--- config.mk ---
export PLATFORM = sky130hd
export DESIGN_NAME = com_host_controller
export DESIGN_NICKNAME = d
export VERILOG_FILES = /design/src/rtl/com_host_controller.sv
export SDC_FILE = /design/constraint.sdc
export NUM_CORES = 1
export LEC_CHECK = 0
export ABC_AREA = 1
export CORE_MARGIN = 10
export CORE_UTILIZATION = 55
export DETAILED_ROUTE_END_ITERATION = 8
export PLACE_DENSITY = 0.8
export SYNTH_ARGS = -nofsm -noshare
export SYNTH_HDL_FRONTEND = slang
export SYNTH_SLANG_ARGS = --single-unit
--- constraint.sdc ---
create_clock -name clk -period 2.9 [get_ports clk]
set_clock_uncertainty 0.1 [all_clocks]
set_input_delay 0.435 -clock clk [delete_from_list [all_inputs] [get_ports clk]]
set_output_delay 0.435 -clock clk [all_outputs]
set_load 0.02 [all_outputs]
--- src/rtl/com_host_controller.sv ---
// Host-side com port initiator: streams a block into data memory, starts the cores,
// waits for end_process, then streams a result block back out.
module com_host_controller #(
  parameter int DATA_W      = 16,
  parameter int ADDR_W      = 16,
  parameter int RUN_TIMEOUT = 0
) (
  input  logic              clk,
  input  logic              rst_n,
  input  logic              start,
  input  logic [ADDR_W-1:0] load_base,
  input  logic [ADDR_W-1:0] load_count,
  input  logic [ADDR_W-1:0] unload_base,
  input  logic [ADDR_W-1:0] unload_count,
  input  logic [DATA_W-1:0] in_data,
  input  logic              in_valid,
  output logic              in_ready,
  output logic [DATA_W-1:0] out_data,
  output logic              out_valid,
  input  logic              out_ready,
  output logic [1:0]        status,
  output logic [DATA_W-1:0] com_data_in,
  output logic [ADDR_W-1:0] com_addr,
  output logic              com_wr_en,
  input  logic [DATA_W-1:0] com_data_out,
  input  logic              end_process,
  output logic              busy,
  output logic              done,
  output logic              timeout
);

  typedef enum logic [2:0] {
    S_IDLE, S_LOAD, S_LOAD_FLUSH, S_RUN, S_RD_ADDR, S_RD_WAIT, S_RD_OUT, S_DONE
  } state_t;

  localparam logic [1:0] ST_IDLE   = 2'b00;
  localparam logic [1:0] ST_LOAD   = 2'b01;
  localparam logic [1:0] ST_RUN    = 2'b10;
  localparam logic [1:0] ST_UNLOAD = 2'b11;

  state_t            state_reg;
  logic [ADDR_W-1:0] load_base_reg;
  logic [ADDR_W-1:0] load_count_reg;
  logic [ADDR_W-1:0] unload_base_reg;
  logic [ADDR_W-1:0] unload_count_reg;
  logic [ADDR_W-1:0] idx_reg;
  logic [31:0]       run_cnt_reg;

  always_ff @(posedge clk or negedge rst_n) begin
    if (!rst_n) begin
      state_reg        <= S_IDLE;
      load_base_reg    <= '0;
      load_count_reg   <= '0;
      unload_base_reg  <= '0;
      unload_count_reg <= '0;
      idx_reg          <= '0;
      run_cnt_reg      <= '0;
      in_ready         <= 1'b0;
      out_data         <= '0;
      out_valid        <= 1'b0;
      status           <= ST_IDLE;
      com_data_in      <= '0;
      com_addr         <= '0;
      com_wr_en        <= 1'b0;
      busy             <= 1'b0;
      done             <= 1'b0;
      timeout          <= 1'b0;
    end else begin
      done      <= 1'b0;
      com_wr_en <= 1'b0;
      case (state_reg)
        S_IDLE: begin
          if (start) begin
            load_base_reg    <= load_base;
            load_count_reg   <= load_count;
            unload_base_reg  <= unload_base;
            unload_count_reg <= unload_count;
            idx_reg          <= '0;
            timeout          <= 1'b0;
            busy             <= 1'b1;
            if (load_count != '0) begin
              state_reg <= S_LOAD;
              status    <= ST_LOAD;
              in_ready  <= 1'b1;
            end else begin
              state_reg   <= S_RUN;
              status      <= ST_RUN;
              run_cnt_reg <= '0;
            end
          end
        end
        S_LOAD: begin
          // Each accepted word becomes one write strobe on the following cycle.
          if (in_valid && in_ready) begin
            com_data_in <= in_data;
            com_addr    <= load_base_reg + idx_reg;
            com_wr_en   <= 1'b1;
            idx_reg     <= idx_reg + 1'b1;
            if (idx_reg == load_count_reg - 1'b1) begin
              state_reg <= S_LOAD_FLUSH;
              in_ready  <= 1'b0;
            end
          end
        end
        S_LOAD_FLUSH: begin
          state_reg   <= S_RUN;
          status      <= ST_RUN;
          run_cnt_reg <= '0;
        end
        S_RUN: begin
          if (run_cnt_reg != '1) run_cnt_reg <= run_cnt_reg + 1'b1;
          // The first two RUN cycles may still see end_process from the previous job.
          if (run_cnt_reg >= 32'd2 && end_process) begin
            if (unload_count_reg != '0) begin
              state_reg <= S_RD_ADDR;
              status    <= ST_UNLOAD;
              idx_reg   <= '0;
              com_addr  <= unload_base_reg;
            end else begin
              state_reg <= S_DONE;
              status    <= ST_IDLE;
              done      <= 1'b1;
            end
          end else if (RUN_TIMEOUT != 0 && run_cnt_reg == 32'(RUN_TIMEOUT - 1)) begin
            state_reg <= S_DONE;
            status    <= ST_IDLE;
            done      <= 1'b1;
            timeout   <= 1'b1;
          end
        end
        S_RD_ADDR: state_reg <= S_RD_WAIT;
        S_RD_WAIT: begin
          out_data  <= com_data_out;
          out_valid <= 1'b1;
          state_reg <= S_RD_OUT;
        end
        S_RD_OUT: begin
          if (out_ready) begin
            out_valid <= 1'b0;
            if (idx_reg == unload_count_reg - 1'b1) begin
              state_reg <= S_DONE;
              status    <= ST_IDLE;
              done      <= 1'b1;
            end else begin
              idx_reg   <= idx_reg + 1'b1;
              com_addr  <= unload_base_reg + idx_reg + 1'b1;
              state_reg <= S_RD_ADDR;
            end
          end
        end
        S_DONE: begin
          state_reg <= S_IDLE;
          busy      <= 1'b0;
        end
        default: begin
          state_reg <= S_IDLE;
          status    <= ST_IDLE;
          busy      <= 1'b0;
          in_ready  <= 1'b0;
          out_valid <= 1'b0;
        end
      endcase
    end
  end

endmodule

==> flow_summary.toml, run 1 <==
[outcome]
status = "complete, no violations"

[finish]
drive_above_1_share_pct = 9.133
n_antenna_cell = 0
final_common_cell = "nand2_1"
nFillCells = 1696
utilization_pct = 69.14
ff_latch_area_sq_mm = 0.004254
fin_nets = 1846
design_area_sq_mm = 0.01404
layout_common_cells = "nand2_1, dfrtp_1, nor2_1, clkdlybuf4s50_1, inv_1"
area_delta_synth_final_pct = 23.36
largest_register_ffs = 32
multi_input_area_sq_mm = 0.006382

[drt]
drtIter0Drc = 928
routedWlPerCell_microns = 16.70
avgViaCountPerCell = 5.573
ant_nets = 0
firstDrtPassIters = 5
vias = 11085
drc_errors = 0
routed_wl_microns = 33230

[power]
peakVddDrop_mv = 0.5482
powerDensity_mw_per_mm2 = 923.5
finalPower_w = 0.01296
p_leak_nw = 6.769

[clock_tree]
clk_latency_ns = 0.44
cts_buffer_depth = 2
cts_sinks = 170
cts_tree = "built"
numCtsBuffers = 17
htreeDepth = 4
clockRootBuffer = "clkbuf_16"
cts.clk_slew.worst_paths_ns = 0.07

[synth]
avgSynthCellArea_sq_um = 7.374
ys_seq_area_share_pct = 37.39
syn_area_sq_mm = 0.01138
synth-edff-count = 0
synth_cell_types = 52
syn-num-nets = 1682
synth_seq_cells = 170
ys_warn_count = 0
synthArstFlopShare_pct = 100.0
synthFlopType = "dfrtp_1"
syn_inst = 1543

[critical_path]
critPathTopFamily = "simple AND/OR/NAND/NOR gates"
worst-path-buf-inv = 3
crit_type = "register to register"
regToRegEndpoint = "com_addr[6]"
rr_startpoint = "unload_count_reg[0]"
reg2reg_depth = 14
cp_data_required_time_ns = 3.12
reg2reg_slack_ns = 0.21
critPathMaxStageDelay_ns = 0.45
critPathMaxFanout = 9
cp.arrival_ns = 2.91
path_cells = "inv_1 -> ha_1 -> inv_1 -> nor2_1 -> nand3_1 -> nor2_2 -> nand3b_1 -> nand2_1 -> nand4_1 -> nor2_4 -> nand4_4 -> buf_12 -> nand3_1 -> nand2_1"
slowest_stage = "dfrtp_1"
start_kind = "register"
critPathCaptureType = "register"

[floorplan]
die_w_microns = 163.8
pin_count = 158
core_sq_mm = 0.02030
die_h_microns = 163.8
num_rows = 52
start_util_pct = 56.05
die-area_sq_mm = 0.02684

[sta]
max_freq_mhz = 371.7
setup_ws_ns = 0.2099
maxSlewHeadroom_pct = 47.38
drv_slew = 0
setup_viol = 0
whs_ns = 0.3725
finalCritPeriodShare_pct = 92.76
hold_viol = 0
tightestPinTransition_ns = 0.7874
finalCriticalPeriod_ns = 2.690

[hold_path]
hold_path_end = "com_data_in[10]"
min_from = "com_data_in[10]"
holdPathStages = 2
hold_path.class = "register to register"

[global_route]
grt_max_degree = 62
grt_pass1_vias = 10572
track_usage_pct = 24.43
antenna_found_initial = 0
grt_pass1_wl_microns = 53250
grt_overflow = 0

[placement]
dp_hpwl_microns = 25630
gp_congestion = 0.9442
place_area_sq_mm = 0.01334
place_ws_ns = 0.07555
port_buffers = 156

[job]
cap_violations = 0
## how the worst max path moves through the flow
stage / from / to / cells past startpoint
after global placement: unload_count_reg[0] / com_addr[8] / 14
final: unload_count_reg[0] / com_addr[6] / 14
after global routing: unload_count_reg[0] / idx_reg[8] / 14
after CTS: unload_count_reg[0] / com_addr[9] / 14
after detailed placement: unload_count_reg[0] / com_addr[6] / 14
after floorplan: idx_reg[0] / com_addr[10] / 14
## stage by stage
stage	TNS, ns	std cells
4_1_cts	0	1984
2_1_floorplan	0	1543
6_report	0	1989
3_5_place_dp	0	1952
5_1_grt	-0.002985	1989
3_3_place_gp	0	1952
## synth_stat cells, types with 5 or more instances
cell	count	area (sq um)
a21o_1	5	37.54
a21oi_1	61	305.3
buf_2	16	80.08
clkbuf_1	21	78.83
dfrtp_1	170	4254
ha_1	35	437.9
inv_1	149	559.3
mux2_2	50	563.0
nand2_1	449	1685
nand3_1	120	600.6
nand3b_1	10	75.07
nand4_1	47	294.0
nor2_1	155	581.8
nor2_2	14	87.58
nor2_4	5	56.30
nor3_1	30	150.1
nor4_1	12	75.07
o21ai_0	53	265.3
o31ai_1	13	97.59
xnor2_1	13	113.9
xor2_1	51	446.7
## power breakdown
group | total (W) | switching [W] | internal [W]
clock network | 0.00242 | 0.00104 | 0.00137
logic | 0.00661 | 0.00402 | 0.00260
registers | 0.00393 | 0.000713 | 0.00322
total | 0.0130 | 0.00577 | 0.00719
## worst reg2reg max path, stage by stage, from the launching register on
cell and delay (ns):
dfrtp_1 0.45, inv_1 0.13, ha_1 0.26, inv_1 0.08, nor2_1 0.09, nand3_1 0.13
nor2_2 0.17, nand3b_1 0.10, nand2_1 0.13, nand4_1 0.14, nor2_4 0.17, nand4_4 0.24
buf_12 0.24, nand3_1 0.07, nand2_1 0.07
## logic make-up after synthesis
kind of cell | synth area share (%)
compound gates | 7.598
xor+xnor | 5.278
fa+ha+maj | 4.201
buf+inv | 6.884
flops | 37.39
mux | 4.948
other cells | 0.03296
simple gates | 33.67
## area by class of cell
type,count,share of cell area (%)
clock buffers,17,3.031
clock inverters,14,1.328
flip-flops and latches,170,30.31
multi-input cells,1176,45.47
repair buffers,189,13.36
well taps,270,2.407
inverters,153,4.092
## metal layers
metal  wire length (microns)  up-vias  global-route usage, %
li1                        -     5382                      -
met1                   14130     5197                  31.06
met2                   15920      414                  40.77
met3                    2136       92                  5.106
met4                    1042        0                  7.839
met5                       0        -                      0
## what timing repair did
item	4_1_cts	5_1_grt
setup buffers	0	4
resized for setup	0	4
hold endpoints to repair	58	0
hold buffers	1	0
endpoints found under the setup margin	0	32
(Power assumes the default switching activity.)
==> run 2, diff against run 1 <==
--- a/config.mk
+++ b/config.mk
@@ -6,10 +6,10 @@
 export NUM_CORES = 1
 export LEC_CHECK = 0
 export ABC_AREA = 1
-export CORE_MARGIN = 10
-export CORE_UTILIZATION = 55
+export CORE_MARGIN = 2
+export CORE_UTILIZATION = 45
 export DETAILED_ROUTE_END_ITERATION = 8
-export PLACE_DENSITY = 0.8
+export PLACE_DENSITY = 0.68
 export SYNTH_ARGS = -nofsm -noshare
 export SYNTH_HDL_FRONTEND = slang
 export SYNTH_SLANG_ARGS = --single-unit
==> run 2 against run 1 <==
Net effect: final cell count grew 2.9%; worst setup slack improved by 0.050 ns; sequential power hardly changed; via count down 3.0%.
==> flow_summary.toml, run 2 (synthesized netlist as in run 1, its figures left out) <==
[drt]
routed_wl_microns = 31720
routedWlPerCell_microns = 15.49
drc_errors = 0
avgViaCountPerCell = 5.251
drtIter0Drc = 842
ant_nets = 0
firstDrtPassIters = 5
vias = 10748

[critical_path]
cp.arrival_ns = 2.86
critPathMaxStageDelay_ns = 0.46
crit_end = "idx_reg[6]"
critPathCaptureType = "register"
path_cells = "inv_1 -> ha_1 -> inv_1 -> nor2_1 -> nand3_1 -> nor2_2 -> nand2_1 -> nor3_2 -> nand2_1 -> nand2_1 -> nor2_4 -> nand3_2 -> nand2_1 -> nand2_1"
regToRegEndpoint = "idx_reg[6]"
start_kind = "register"
reg2reg_depth = 14
reg2reg_slack_ns = 0.26
worst-path-buf-inv = 2
cp_data_required_time_ns = 3.12
slowest_stage = "dfrtp_1"
rr_startpoint = "unload_count_reg[0]"
path_depth = 14
critPathMaxFanout = 18
crit_path_frequent_cell = "nand2_1"
critPathTopFamily = "simple AND/OR/NAND/NOR gates"
startpoint = "unload_count_reg[0]"
crit_type = "register to register"

[power]
pwr-share-seq_pct = 30.5
internal_power_w = 0.007079
power.share.clock_pct = 18.8
comb_power_share_pct = 50.8
p_sw_w = 0.005793
powerDensity_mw_per_mm2 = 913.6
p_sw_share_pct = 45.00
peakVddDrop_mv = 0.4891
p_leak_nw = 6.756

[finish]
largest_register_ffs = 32
area_delta_synth_final_pct = 23.82
final_common_cell = "nand2_1"
layout_common_cells = "nand2_1, dfrtp_1, nor2_1, clkdlybuf4s50_1, inv_1"
drive_above_1_share_pct = 9.027
fin_nets = 1843
n_antenna_cell = 0
nFillCells = 2387

[sta]
hold_viol = 0
max_freq_mhz = 378.7
tightestPinTransition_ns = 0.7367
drv_slew = 0
maxSlewHeadroom_pct = 50.77
tns_ns = 0
finalCritPeriodShare_pct = 91.05
whs_ns = 0.3714
rsz0062_at_grt = "false"
setup_viol = 0
finalCriticalPeriod_ns = 2.641

[floorplan]
core_sq_mm = 0.02504
die-area_sq_mm = 0.02657
die_w_microns = 163.0
num_rows = 58
start_util_pct = 45.45
pin_count = 158
die_h_microns = 163.0

[global_route]
grt_pass1_vias = 10187
track_usage_pct = 24.46
grt_overflow = 0
grt_max_degree = 70
grt_pass1_wl_microns = 51830
antenna_found_initial = 0

[clock_tree]
cts_tree = "built"
clk_latency_ns = 0.44
clockRootBuffer = "clkbuf_16"
cts_sinks = 170
cts.clk_slew.worst_paths_ns = 0.08
cts_buffer_depth = 2
numCtsBuffers = 17
htreeDepth = 4

[outcome]
status = "complete, no violations"

[job]
cap_violations = 0

[hold_path]
hold_path.class = "input port to async pin"

[placement]
gp_congestion = 0.9962
dp_hpwl_microns = 24780
port_buffers = 156
[run 2: timing repair]
action                                  4_1_cts  5_1_grt
hold endpoints to repair                     43        0
hold buffers                                  1        0
gates resized for setup                       0        4
setup buffers                                 0        1
endpoints found under the setup margin        0       32
[run 2: how the worst min path moves through the flow]
stage	startpoint	to	slack (ns)	cells past startpoint
2_1_floorplan	rst_n	busy	0.04	0
3_3_place_gp	rst_n	com_data_in[11]	0.29	1
3_5_place_dp	rst_n	com_data_in[11]	0.29	1
4_1_cts	rst_n	com_data_in[11]	0.38	2
5_1_grt	com_addr[14]	com_addr[14]	0.38	2
6_report	rst_n	com_data_in[11]	0.37	2
[run 2: worst reg2reg max path: stages (launching register included)]
cell     delay, ns
dfrtp_1       0.46
inv_1         0.12
ha_1          0.27
inv_1         0.09
nor2_1        0.04
nand3_1       0.13
nor2_2        0.07
nand2_1       0.09
nor3_2        0.07
nand2_1       0.11
nand2_1       0.15
nor2_4        0.39
nand3_2       0.25
nand2_1       0.12
nand2_1       0.06
[run 2: metrics by stage]
| stage | setup WS, ns | utilization, % | area [sq um] | power, W | instances |
|---|---|---|---|---|---|
| 2_1_floorplan | 0.5510 | - | 11380 | 0.008263 | 1543 |
| 3_3_place_gp | 0.2344 | 53.52 | 13400 | 0.01028 | 2012 |
| 3_5_place_dp | 0.1042 | 53.52 | 13400 | 0.01040 | 2012 |
| 4_1_cts | 0.08087 | 56.06 | 14030 | 0.01285 | 2045 |
| 5_1_grt | 0.003227 | 56.27 | 14090 | 0.01391 | 2047 |
| 6_report | 0.2595 | 56.27 | 14090 | 0.01287 | 2047 |
[run 2: layout make-up]
class / count / area [sq um] / area share, %
Inverter: 153 / 574.3 / 4.076
Multi-Input combinational cell: 1176 / 6382 / 45.30
Tap cell: 330 / 412.9 / 2.931
Clock inverter: 15 / 198.9 / 1.412
Timing Repair Buffer: 186 / 1841 / 13.06
Sequential cell: 170 / 4254 / 30.20
Clock buffer: 17 / 425.4 / 3.020
[run 2: layer usage]
metal	global-route usage [%]	routed length, microns	part of all wire (%)	vias up
met2	40.85	14970	47	314
met3	4.469	1793	5.7	34
met5	0	0	0	-
met4	5.390	518	1.6	0
li1	-	-	-	5388
met1	33.22	14440	46	5012
[run 2: power groups by stage]
stage | Combinational (W) | Sequential [W] | Clock [W]
2_1_floorplan | 0.00406 | 0.00421 | 0
3_3_place_gp | 0.00635 | 0.00393 | 0
3_5_place_dp | 0.00644 | 0.00396 | 0
4_1_cts | 0.00647 | 0.00392 | 0.00246
5_1_grt | 0.00731 | 0.00404 | 0.00256
6_report | 0.00654 | 0.00392 | 0.00242
==> run 3, diff against run 2 <==
--- a/config.mk
+++ b/config.mk
@@ -7,9 +7,8 @@
 export LEC_CHECK = 0
 export ABC_AREA = 1
 export CORE_MARGIN = 2
-export CORE_UTILIZATION = 45
+export CORE_UTILIZATION = 25
 export DETAILED_ROUTE_END_ITERATION = 8
-export PLACE_DENSITY = 0.68
 export SYNTH_ARGS = -nofsm -noshare
 export SYNTH_HDL_FRONTEND = slang
 export SYNTH_SLANG_ARGS = --single-unit
==> run 3 against run 2 <==
Net effect: first-iteration DRC count fell by 8.1%; worst hold slack worse by 0.047 ns; cell area rose by 2.3%; largest cell class unchanged; highest routed layer unchanged.
==> flow_summary.toml, run 3 (synthesized netlist as in run 1, its figures left out) <==
[placement]
dp_hpwl_microns = 28240
port_buffers = 156
dpl.cell_count = 2283
place_area_sq_mm = 0.01376
gp_congestion = 0.9119

[floorplan]
start_util_pct = 25.18
pin_count = 158
die_h_microns = 217.3
die-area_sq_mm = 0.04724
num_rows = 78
die_w_microns = 217.3
core_sq_mm = 0.04519

[global_route]
track_usage_pct = 15.32
grt_pass1_vias = 10443
grt_pass1_wl_microns = 56650
antenna_found_initial = 0
grt_overflow = 0
grt_max_degree = 59

[power]
finalPower_w = 0.01300
p_sw_share_pct = 45.25
p_leak_nw = 6.754
powerDensity_mw_per_mm2 = 902.4
peakVddDrop_mv = 0.4816
comb_power_share_pct = 50.8
power.share.clock_pct = 18.5
internal_power_w = 0.007117
pwr-share-seq_pct = 30.7
p_sw_w = 0.005883

[sta]
max_freq_mhz = 375.8
tns_ns = 0
finalCriticalPeriod_ns = 2.661
setup_viol = 0
tightestPinTransition_ns = 0.8268
finalCritPeriodShare_pct = 91.76
whs_ns = 0.3247
hold_viol = 0
rsz0062_at_grt = "false"
maxSlewHeadroom_pct = 44.74
drv_slew = 0

[drt]
avgViaCountPerCell = 4.636
routed_wl_microns = 35520
vias = 10741
drtIter0Drc = 774
firstDrtPassIters = 5
ant_nets = 0
routedWlPerCell_microns = 15.33
drc_errors = 0

[finish]
largest_register_ffs = 32
drive_above_1_share_pct = 8.969
design_area_sq_mm = 0.01441
fin_nets = 1843
nFillCells = 4836
final_common_cell = "nand2_1"
layout_common_cells = "nand2_1, dfrtp_1, nor2_1, clkdlybuf4s50_1, inv_1"
area_delta_synth_final_pct = 26.62
final_cells = 2317
n_antenna_cell = 0

[critical_path]
critPathCaptureType = "register"
cp.arrival_ns = 2.96
cp_data_required_time_ns = 3.20
start_kind = "register"
critPathMaxFanout = 17
crit_type = "register to register"

[clock_tree]
numCtsBuffers = 17
cts_sinks = 170
cts_tree = "built"
clk_latency_ns = 0.47
cts_buffer_depth = 2
clockRootBuffer = "clkbuf_16"
htreeDepth = 4
cts.clk_slew.worst_paths_ns = 0.07

[outcome]
status = "complete, no violations"

[hold_path]
hold_path.class = "input port to async pin"

[job]
cap_violations = 0
==> run 3: cell count changes in the layout (fill, tap and decap cells not counted) <==
| cell | before | now |
|---|---|---|
| inv_8 | 4 | 3 |
| bufinv_16 | 1 | 2 |
| nand3_2 | 3 | 2 |
| nor3_2 | 1 | 0 |
| nor3_1 | 29 | 30 |
| inv_6 | 4 | 7 |
| clkinv_2 | 0 | 1 |
| buf_12 | 4 | 5 |
| clkinvlp_4 | 1 | 2 |
| clkinv_8 | 5 | 0 |
==> run 3: final cells by class <==
type	count	area (sq um)	share of cell area [%]
Clock buffer	17	425.4	2.953
Clock inverter	15	175.2	1.216
Inverter	153	574.3	3.986
Multi-Input combinational cell	1175	6367	44.19
Sequential cell	170	4254	29.53
Tap cell	600	750.7	5.211
Timing Repair Buffer	187	1861	12.91
==> run 3: path summary, 6_finish.rpt <==
kind	start	endpoint	slack (ns)	cells past startpoint
worst max-delay path	unload_count_reg[0]	idx_reg[14]	0.24	14
max in group asynchronous	rst_n	run_cnt_reg[22]	1.63	3
worst max register to register	unload_count_reg[0]	idx_reg[14]	0.24	14
min in group clk	com_data_in[0]	com_data_in[0]	0.37	2
worst min-delay path	rst_n	com_addr[11]	0.32	2
worst min register to register	com_data_in[0]	com_data_in[0]	0.37	2
==> run 3: worst max-delay path: stages (launching register included) <==
cell and delay (ns):
dfrtp_1 0.45, inv_1 0.14, ha_1 0.25, inv_1 0.08, nor2_1 0.09, nand3_1 0.12, nor2_2 0.17, nand2_1 0.09
nor3_1 0.28, nand2_1 0.15, nand2_1 0.20, nor2_4 0.12, nand3_4 0.20, nand2_1 0.08, nand2_1 0.08
==> run 3: metrics by stage <==
stage                     util, %  setup WS [ns]
after floorplan                 -         0.5510
after global placement      30.45         0.2254
after detailed placement    30.45         0.1215
final                       31.89         0.2390
after global routing        31.89        0.02359
after CTS                   31.80        0.09957
==> run 3: per-layer routing <==
layer	vias to the layer above	global-route usage [%]	wire length [microns]
met5	-	0	0
met4	0	5.046	826
met3	44	3.047	1758
met2	240	24.16	16040
met1	5070	20.94	16900
li1	5387	-	-
==> run 3: what timing repair did <==
item,CTS,global route
gates resized for setup,0,3
hold endpoints to repair,27,0
hold buffers,1,0
setup buffers,0,1
endpoints found under the setup margin,0,32
==> run 3: power groups by stage <==
stage                     clock (W)  combinational, W  sequential (W)
after floorplan                   0           0.00406         0.00421
after global placement            0           0.00645         0.00401
after detailed placement          0           0.00654         0.00403
after CTS                   0.00250           0.00657         0.00399
after global routing        0.00258           0.00739         0.00410
final                       0.00241           0.00660         0.00399
